$ cat config.mk
export PLATFORM = sky130hd
export DESIGN_NAME = fetch_unit
export DESIGN_NICKNAME = d
export VERILOG_FILES = /design/src/rtl/cpu_defs.sv /design/src/rtl/fetch_fifo.sv /design/src/rtl/fetch_unit.sv
export SDC_FILE = /design/constraint.sdc
export NUM_CORES = 1
export LEC_CHECK = 0
export BUFFER_PORTS_ARGS = -buffer_cell sky130_fd_sc_hd__buf_2
export CORE_MARGIN = 2
export CORE_UTILIZATION = 62
export CTS_CLUSTER_DIAMETER = 200
export DETAILED_ROUTE_END_ITERATION = 8
export MAX_ROUTING_LAYER = met4
export PLACE_DENSITY = 0.91
export SLEW_MARGIN = 20
export SYNTH_ARGS = -nofsm -noshare
export SYNTH_HDL_FRONTEND = slang
export SYNTH_HIERARCHICAL = 1
export SYNTH_SLANG_ARGS = --single-unit
$ cat constraint.sdc
create_clock -name clk -period 10.3 [get_ports clk]
set_input_delay 0 -clock clk [delete_from_list [all_inputs] [get_ports clk]]
set_output_delay 0 -clock clk [all_outputs]
set_load 0.1 [all_outputs]
$ cat src/rtl/cpu_defs.sv
// Shared definitions for the MIPS front end.
//   PC_STEP          : byte distance between consecutive instruction words
//   DEFAULT_RESET_PC : first fetch address after clr unless overridden
//   fetch_state_t    : fetch engine states
//   instruction field positions and small field-extraction helpers
package cpu_defs;

  localparam int          PC_STEP          = 4;
  localparam logic [31:0] DEFAULT_RESET_PC = 32'h0000_0000;

  // ISSUE: free to launch a request; WAIT: request outstanding, data wanted;
  // DROP: request outstanding but a redirect made its data stale.
  typedef enum logic [1:0] {
    ISSUE = 2'd0,
    WAIT  = 2'd1,
    DROP  = 2'd2
  } fetch_state_t;

  localparam int OP_MSB = 31;
  localparam int OP_LSB = 26;
  localparam int RS_MSB = 25;
  localparam int RS_LSB = 21;
  localparam int RT_MSB = 20;
  localparam int RT_LSB = 16;
  localparam int RD_MSB = 15;
  localparam int RD_LSB = 11;

  function automatic logic [5:0] instr_op(input logic [31:0] instr);
    return instr[OP_MSB:OP_LSB];
  endfunction

  function automatic logic [4:0] instr_rs(input logic [31:0] instr);
    return instr[RS_MSB:RS_LSB];
  endfunction

  function automatic logic [4:0] instr_rt(input logic [31:0] instr);
    return instr[RT_MSB:RT_LSB];
  endfunction

  function automatic logic [4:0] instr_rd(input logic [31:0] instr);
    return instr[RD_MSB:RD_LSB];
  endfunction

endpackage

$ cat src/rtl/fetch_fifo.sv
// Small synchronous FIFO holding fetched {pc, instr} entries.
// The head entry is kept in its own register so the outputs are pure flops
// and hold their last value when the FIFO drains.
//   clk, clr    : clock, synchronous active-high reset
//   push        : write push_data (caller guarantees a free slot)
//   pop         : consume the head entry (ignored when empty)
//   flush       : discard all entries; head_data keeps its last value
//   count       : number of stored entries
//   head_valid  : head_data holds a stored entry
//   head_data   : oldest stored entry
module fetch_fifo #(
  parameter int DEPTH = 2,
  parameter int WIDTH = 64
) (
  input  logic                       clk,
  input  logic                       clr,
  input  logic                       push,
  input  logic                       pop,
  input  logic                       flush,
  input  logic [WIDTH-1:0]           push_data,
  output logic [$clog2(DEPTH+1)-1:0] count,
  output logic                       head_valid,
  output logic [WIDTH-1:0]           head_data
);

  localparam int PTR_W = (DEPTH > 1) ? $clog2(DEPTH) : 1;
  localparam int CNT_W = $clog2(DEPTH+1);

  logic [WIDTH-1:0] mem_reg [DEPTH];
  logic [PTR_W-1:0] wr_ptr_reg, rd_ptr_reg, rd_ptr_inc;
  logic [CNT_W-1:0] count_reg, count_next;
  logic             head_valid_reg, head_valid_next;
  logic [WIDTH-1:0] head_data_reg, head_data_next;
  logic [DEPTH-1:0] slot_wr;
  logic             do_push, do_pop;

  assign do_push    = push && !flush && (count_reg != CNT_W'(DEPTH));
  assign do_pop     = pop && head_valid_reg;
  assign rd_ptr_inc = rd_ptr_reg + PTR_W'(1);

  for (genvar gi = 0; gi < DEPTH; gi++) begin : g_slot
    assign slot_wr[gi] = do_push && (wr_ptr_reg == PTR_W'(gi));
  end

  always_comb begin
    count_next = count_reg;
    case ({do_push, do_pop})
      2'b10:   count_next = count_reg + CNT_W'(1);
      2'b01:   count_next = count_reg - CNT_W'(1);
      default: count_next = count_reg;
    endcase
  end

  // Next head: after a pop the following entry is either already in the
  // array or is the word being pushed this very cycle (when only one was held).
  always_comb begin
    head_valid_next = head_valid_reg;
    head_data_next  = head_data_reg;
    if (do_pop) begin
      if (count_reg > CNT_W'(1)) begin
        head_valid_next = 1'b1;
        head_data_next  = mem_reg[rd_ptr_inc];
      end else if (do_push) begin
        head_valid_next = 1'b1;
        head_data_next  = push_data;
      end else begin
        head_valid_next = 1'b0;
      end
    end else if (do_push && (count_reg == '0)) begin
      head_valid_next = 1'b1;
      head_data_next  = push_data;
    end
  end

  always_ff @(posedge clk) begin
    for (int i = 0; i < DEPTH; i++) begin
      if (slot_wr[i]) begin
        mem_reg[i] <= push_data;
      end
    end
  end

  always_ff @(posedge clk) begin
    if (clr) begin
      wr_ptr_reg     <= '0;
      rd_ptr_reg     <= '0;
      count_reg      <= '0;
      head_valid_reg <= 1'b0;
      head_data_reg  <= '0;
    end else if (flush) begin
      wr_ptr_reg     <= '0;
      rd_ptr_reg     <= '0;
      count_reg      <= '0;
      head_valid_reg <= 1'b0;
    end else begin
      if (do_push) begin
        wr_ptr_reg <= wr_ptr_reg + PTR_W'(1);
      end
      if (do_pop) begin
        rd_ptr_reg <= rd_ptr_inc;
      end
      count_reg      <= count_next;
      head_valid_reg <= head_valid_next;
      head_data_reg  <= head_data_next;
    end
  end

  assign count      = count_reg;
  assign head_valid = head_valid_reg;
  assign head_data  = head_data_reg;

endmodule

$ cat src/rtl/fetch_unit.sv
// Instruction fetch engine: owns the PC, issues one word request at a time
// to instruction memory (req/ack), buffers returned words with their PC and
// hands them to decode over valid/ready. Redirects flush everything in flight.
//   clk, clr          : clock, synchronous active-high reset
//   imem_req/addr     : request to instruction memory (word aligned)
//   imem_ack/rdata    : memory return, one cycle wide
//   redirect/_pc      : taken branch/jump from execute
//   out_valid/ready   : handshake to decode
//   out_instr/out_pc  : head instruction and its address
module fetch_unit
  import cpu_defs::*;
#(
  parameter int                ADDR_W     = 32,
  parameter logic [ADDR_W-1:0] RESET_PC   = ADDR_W'(DEFAULT_RESET_PC),
  parameter int                FIFO_DEPTH = 2
) (
  input  logic              clk,
  input  logic              clr,
  output logic              imem_req,
  output logic [ADDR_W-1:0] imem_addr,
  input  logic              imem_ack,
  input  logic [31:0]       imem_rdata,
  input  logic              redirect,
  input  logic [ADDR_W-1:0] redirect_pc,
  output logic              out_valid,
  input  logic              out_ready,
  output logic [31:0]       out_instr,
  output logic [ADDR_W-1:0] out_pc
);

  localparam int ENTRY_W = ADDR_W + 32;
  localparam int CNT_W   = $clog2(FIFO_DEPTH+1);

  fetch_state_t      state_reg;
  logic [ADDR_W-1:0] fetch_pc_reg;
  logic              imem_req_reg;
  logic [ADDR_W-1:0] imem_addr_reg;

  logic [ADDR_W-1:0] redirect_tgt;
  logic [ADDR_W-1:0] pc_plus4;
  logic              ack_ok;
  logic              pop;
  logic              fifo_push;
  logic              room_issue;
  logic              room_chain;
  logic [CNT_W-1:0]  fifo_count;
  logic              head_valid;
  logic [ENTRY_W-1:0] head_data;
  logic              unused_low_bits;

  assign redirect_tgt    = {redirect_pc[ADDR_W-1:2], 2'b00};
  assign unused_low_bits = ^redirect_pc[1:0];
  assign pc_plus4        = fetch_pc_reg + ADDR_W'(PC_STEP);
  assign ack_ok          = imem_ack && imem_req_reg;
  assign pop             = head_valid && out_ready;
  assign fifo_push       = (state_reg == WAIT) && ack_ok && !redirect;

  // A slot freed by a pop on this edge is usable right away.
  assign room_issue = (fifo_count < CNT_W'(FIFO_DEPTH)) || pop;
  // At an ack edge the returning word occupies one slot; the next request
  // may only reserve another if one is still free after the push.
  assign room_chain = (fifo_count < CNT_W'(FIFO_DEPTH-1)) || pop;

  fetch_fifo #(
    .DEPTH (FIFO_DEPTH),
    .WIDTH (ENTRY_W)
  ) u_fifo (
    .clk        (clk),
    .clr        (clr),
    .push       (fifo_push),
    .pop        (pop),
    .flush      (redirect),
    .push_data  ({fetch_pc_reg, imem_rdata}),
    .count      (fifo_count),
    .head_valid (head_valid),
    .head_data  (head_data)
  );

  // The ack edge of a useful request also makes the ISSUE decision, so the
  // next request is visible the cycle after the ack (back-to-back fetch).
  always_ff @(posedge clk) begin
    if (clr) begin
      state_reg     <= ISSUE;
      fetch_pc_reg  <= RESET_PC;
      imem_req_reg  <= 1'b0;
      imem_addr_reg <= RESET_PC;
    end else if (redirect) begin
      fetch_pc_reg <= redirect_tgt;
      case (state_reg)
        ISSUE: begin
          if (room_issue) begin
            // Launch still targets the old PC; its data will be thrown away.
            imem_req_reg  <= 1'b1;
            imem_addr_reg <= fetch_pc_reg;
            state_reg     <= DROP;
          end else begin
            imem_addr_reg <= redirect_tgt;
          end
        end
        WAIT, DROP: begin
          if (ack_ok) begin
            imem_req_reg  <= 1'b0;
            imem_addr_reg <= redirect_tgt;
            state_reg     <= ISSUE;
          end else begin
            state_reg <= DROP;
          end
        end
        default: state_reg <= ISSUE;
      endcase
    end else begin
      case (state_reg)
        ISSUE: begin
          imem_addr_reg <= fetch_pc_reg;
          if (room_issue) begin
            imem_req_reg <= 1'b1;
            state_reg    <= WAIT;
          end else begin
            imem_req_reg <= 1'b0;
          end
        end
        WAIT: begin
          if (ack_ok) begin
            fetch_pc_reg  <= pc_plus4;
            imem_addr_reg <= pc_plus4;
            if (room_chain) begin
              imem_req_reg <= 1'b1;
            end else begin
              imem_req_reg <= 1'b0;
              state_reg    <= ISSUE;
            end
          end
        end
        DROP: begin
          if (ack_ok) begin
            imem_req_reg  <= 1'b0;
            imem_addr_reg <= fetch_pc_reg;
            state_reg     <= ISSUE;
          end
        end
        default: state_reg <= ISSUE;
      endcase
    end
  end

  assign imem_req  = imem_req_reg;
  assign imem_addr = imem_addr_reg;
  assign out_valid = head_valid;
  assign out_instr = head_data[31:0];
  assign out_pc    = head_data[ENTRY_W-1:32];

endmodule

==> flow_summary.json <==
{
  "report.final.slew_viol_count": 0,
  "total_power_mw": 2.45,
  "skew_ns": 0.0228,
  "via_per_inst": 6.33,
  "mostFrequentLayoutCells": "nand2_1 (181), buf_2 (161), dfxtp_1 (131)",
  "status": "finished, final reports clean",
  "synth-seq-cells": 260,
  "core-area_sq_um": 18600,
  "switching_power_mw": 0.727,
  "swShare_pct": 29.7,
  "power.density_nw_per_um2": 175,
  "startpoint": "state_reg[1]$_SDFFE_PP0P_",
  "path_clk_slew_ns": 0.06,
  "clk_latency_ns": 0.52,
  "synth.distinct_cells": 71,
  "start_util_pct": 62.8,
  "layout_worst_path_cycle_share_pct": 40.7,
  "cts_buffers": 27,
  "dieWidth_um": 141,
  "grt_pass1_vias": 9846,
  "setup_viol": 0,
  "netlist_area_sq_um": 11700,
  "worstPathRequired_ns": 10.71,
  "crit_type": "register to register",
  "synth_edf_count": 128,
  "fin_crit_ns": 4.19,
  "p_seq_share_pct": 47.3,
  "drt-met1-wl_um": 12200,
  "wl_per_cell_um": 19.7,
  "met2RoutedLength_um": 14800,
  "crit_arrival_ns": 4.61,
  "tightest_slew_ns": 1.09,
  "clock_path_buffers": 3,
  "hp-class": "primary input to register",
  "p_leak_nw": 4.92,
  "yosys_warnings": 6,
  "synthFlopType": "dfxtp_1",
  "post_cts_resized": 0,
  "hpwl_um": 17300,
  "rr_startpoint": "state_reg[1]$_SDFFE_PP0P_",
  "path_max_fanout": 64,
  "portBuffers": 162,
  "firstDrtPassIters": 5,
  "num_vias": 9898,
  "wirelength_um": 30900,
  "syn_avg_cell_area_sq_um": 10.4,
  "dr_wl_met3_um": 2550,
  "grt_antenna_before_repair": 0,
  "fin_nets": 1390,
  "ys_async_sr_fraction_pct": 0,
  "fmax_ghz": 0.238,
  "synth_seq_area_share_pct": 55.5,
  "fill_cells": 1222,
  "pwr-share-clk_pct": 36.1,
  "antenna_left": 0,
  "h-tree-depth": 1,
  "ioPinCount": 167,
  "whs_ns": 0.0650,
  "grt_pass1_wl_um": 48100,
  "root_buffer": "clkbuf_16",
  "grt_overflow": 0,
  "drive_gt1_share_pct": 17.5,
  "cts_setup_buffers": 0,
  "gp_congestion": 0.917,
  "tritoncts": "built",
  "p_int_mw": 1.72,
  "final_common_cell": "nand2_1",
  "fin_area_sq_um": 14000,
  "antenna_cells": 0,
  "syn_to_final_growth_pct": 20.0,
  "grt_usage_pct": 30.7,
  "drc": 0,
  "grt_setup_unrepaired": "false",
  "finalHoldViolCount": 0,
  "peakVddDrop_uv": 128,
  "largest_reg_flops": 128,
  "combPwrFrac_pct": 16.6,
  "netlist_instances": 1120,
  "crit_path_end_kind": "register",
  "fp.dieH_um": 141,
  "setup_tns_ns": 0,
  "maxCapViolCount": 0,
  "num_rows": 50,
  "hp-start": "out_ready",
  "clkSinkCount": 260,
  "relSlewSlack_pct": 27.3,
  "grt_max_degree": 92,
  "critPathLaunchType": "register",
  "first_iter_violations": 959,
  "die_area_sq_um": 19900,
  "placed_area_sq_um": 12500,
  "top_layer": "met4"
}
[metal layers]
metal | up-vias | GRT usage (%)
li1 | 4529 | -
met1 | 4725 | 37.4
met2 | 534 | 51.2
met3 | 110 | 4.38
met4 | 0 | 13.8
met5 | - | -
[cells in the mapped netlist (6+ instances only)]
cell type | n | share of area, %
a21oi_1 | 101 | 4.3
xor2_1 | 16 | 1.2
edfxtp_1 | 128 | 33
mux2i_1 | 67 | 5.7
buf_6 | 7 | 0.68
nor4_1 | 19 | 1.0
a311oi_1 | 15 | 1.1
a211oi_1 | 24 | 1.5
inv_1 | 17 | 0.55
o2111ai_1 | 6 | 0.45
nand4_1 | 23 | 1.2
and3_1 | 10 | 0.54
o211ai_1 | 66 | 4.2
nor2_1 | 61 | 2.0
or3_1 | 9 | 0.48
o21ai_0 | 18 | 0.77
clkbuf_1 | 56 | 1.8
ha_1 | 11 | 1.2
nor3_1 | 12 | 0.51
dfxtp_1 | 132 | 23
nand2_1 | 181 | 5.8
nand3_1 | 17 | 0.73
xnor2_1 | 16 | 1.2
buf_2 | 21 | 0.90
[path summary, 6_finish.rpt]
path                                            end  slack, ns  cells past startpoint
hold / removal            state_reg[0]$_SDFFE_PP0P_       0.06                      5
setup / recovery   u_fifo/head_data[2]$_SDFFE_PP0P_       6.11                     12
hold reg to reg   u_fifo/head_data[56]$_SDFFE_PP0P_       0.45                      2
setup reg to reg   u_fifo/head_data[2]$_SDFFE_PP0P_       6.11                     12
[critical path, cell delays in order (launching register included)]
cell	delay [ns]
dfxtp_1	0.35
inv_1	0.12
ha_1	0.26
nand3_1	0.62
nor2_1	0.50
nand2b_1	0.13
nor2_1	0.23
inv_1	0.15
ha_1	0.29
a221oi_4	0.27
buf_4	0.67
o211ai_1	0.23
a21oi_1	0.25
[logic make-up (layout without fill, tap and decap cells)]
kind of cell    count (synthesis)  after routing  share of synthesized area [%]
fa+ha+maj                      11             11                           1.18
other cells                     1              8                         0.0321
buf+inv                       112            315                           4.41
compound gates                272            272                           15.7
flops                         260            260                           55.5
mux                            68             68                           5.84
simple gates                  364            364                           14.9
xor+xnor                       32             32                           2.40
[power groups by stage]
stage | logic, mW | registers [mW] | clock network, mW
after floorplan | 0.136 | 1.33 | 0
after global placement | 0.367 | 1.18 | 0
after detailed placement | 0.376 | 1.18 | 0
after CTS | 0.399 | 1.16 | 0.892
after global routing | 0.424 | 1.16 | 0.939
final | 0.407 | 1.16 | 0.882
[cell type report]
class                           count  area, sq um  area share [%]
Clock inverter                     11         48.8           0.348
Inverter                           18         67.6           0.482
Tap cell                          234          293            2.09
Clock buffer                       38          747            5.33
Multi-Input combinational cell    755         4720            33.7
Timing Repair Buffer              248         1640            11.7
Sequential cell                   260         6490            46.3
[metrics by stage]
stage,cells,worst slack [ns],utilization (%)
after floorplan,1127,4.81,-
after global placement,1441,6.37,67.1
after detailed placement,1441,6.25,67.1
after CTS,1564,6.23,75.4
after global routing,1564,5.88,75.4
final,1564,6.11,75.4
[timing repair]
item,CTS,global route
hold endpoints to repair,169,0
hold buffers,74,0
endpoints found under the setup margin,0,0
Power figures use the tool's default switching activity.
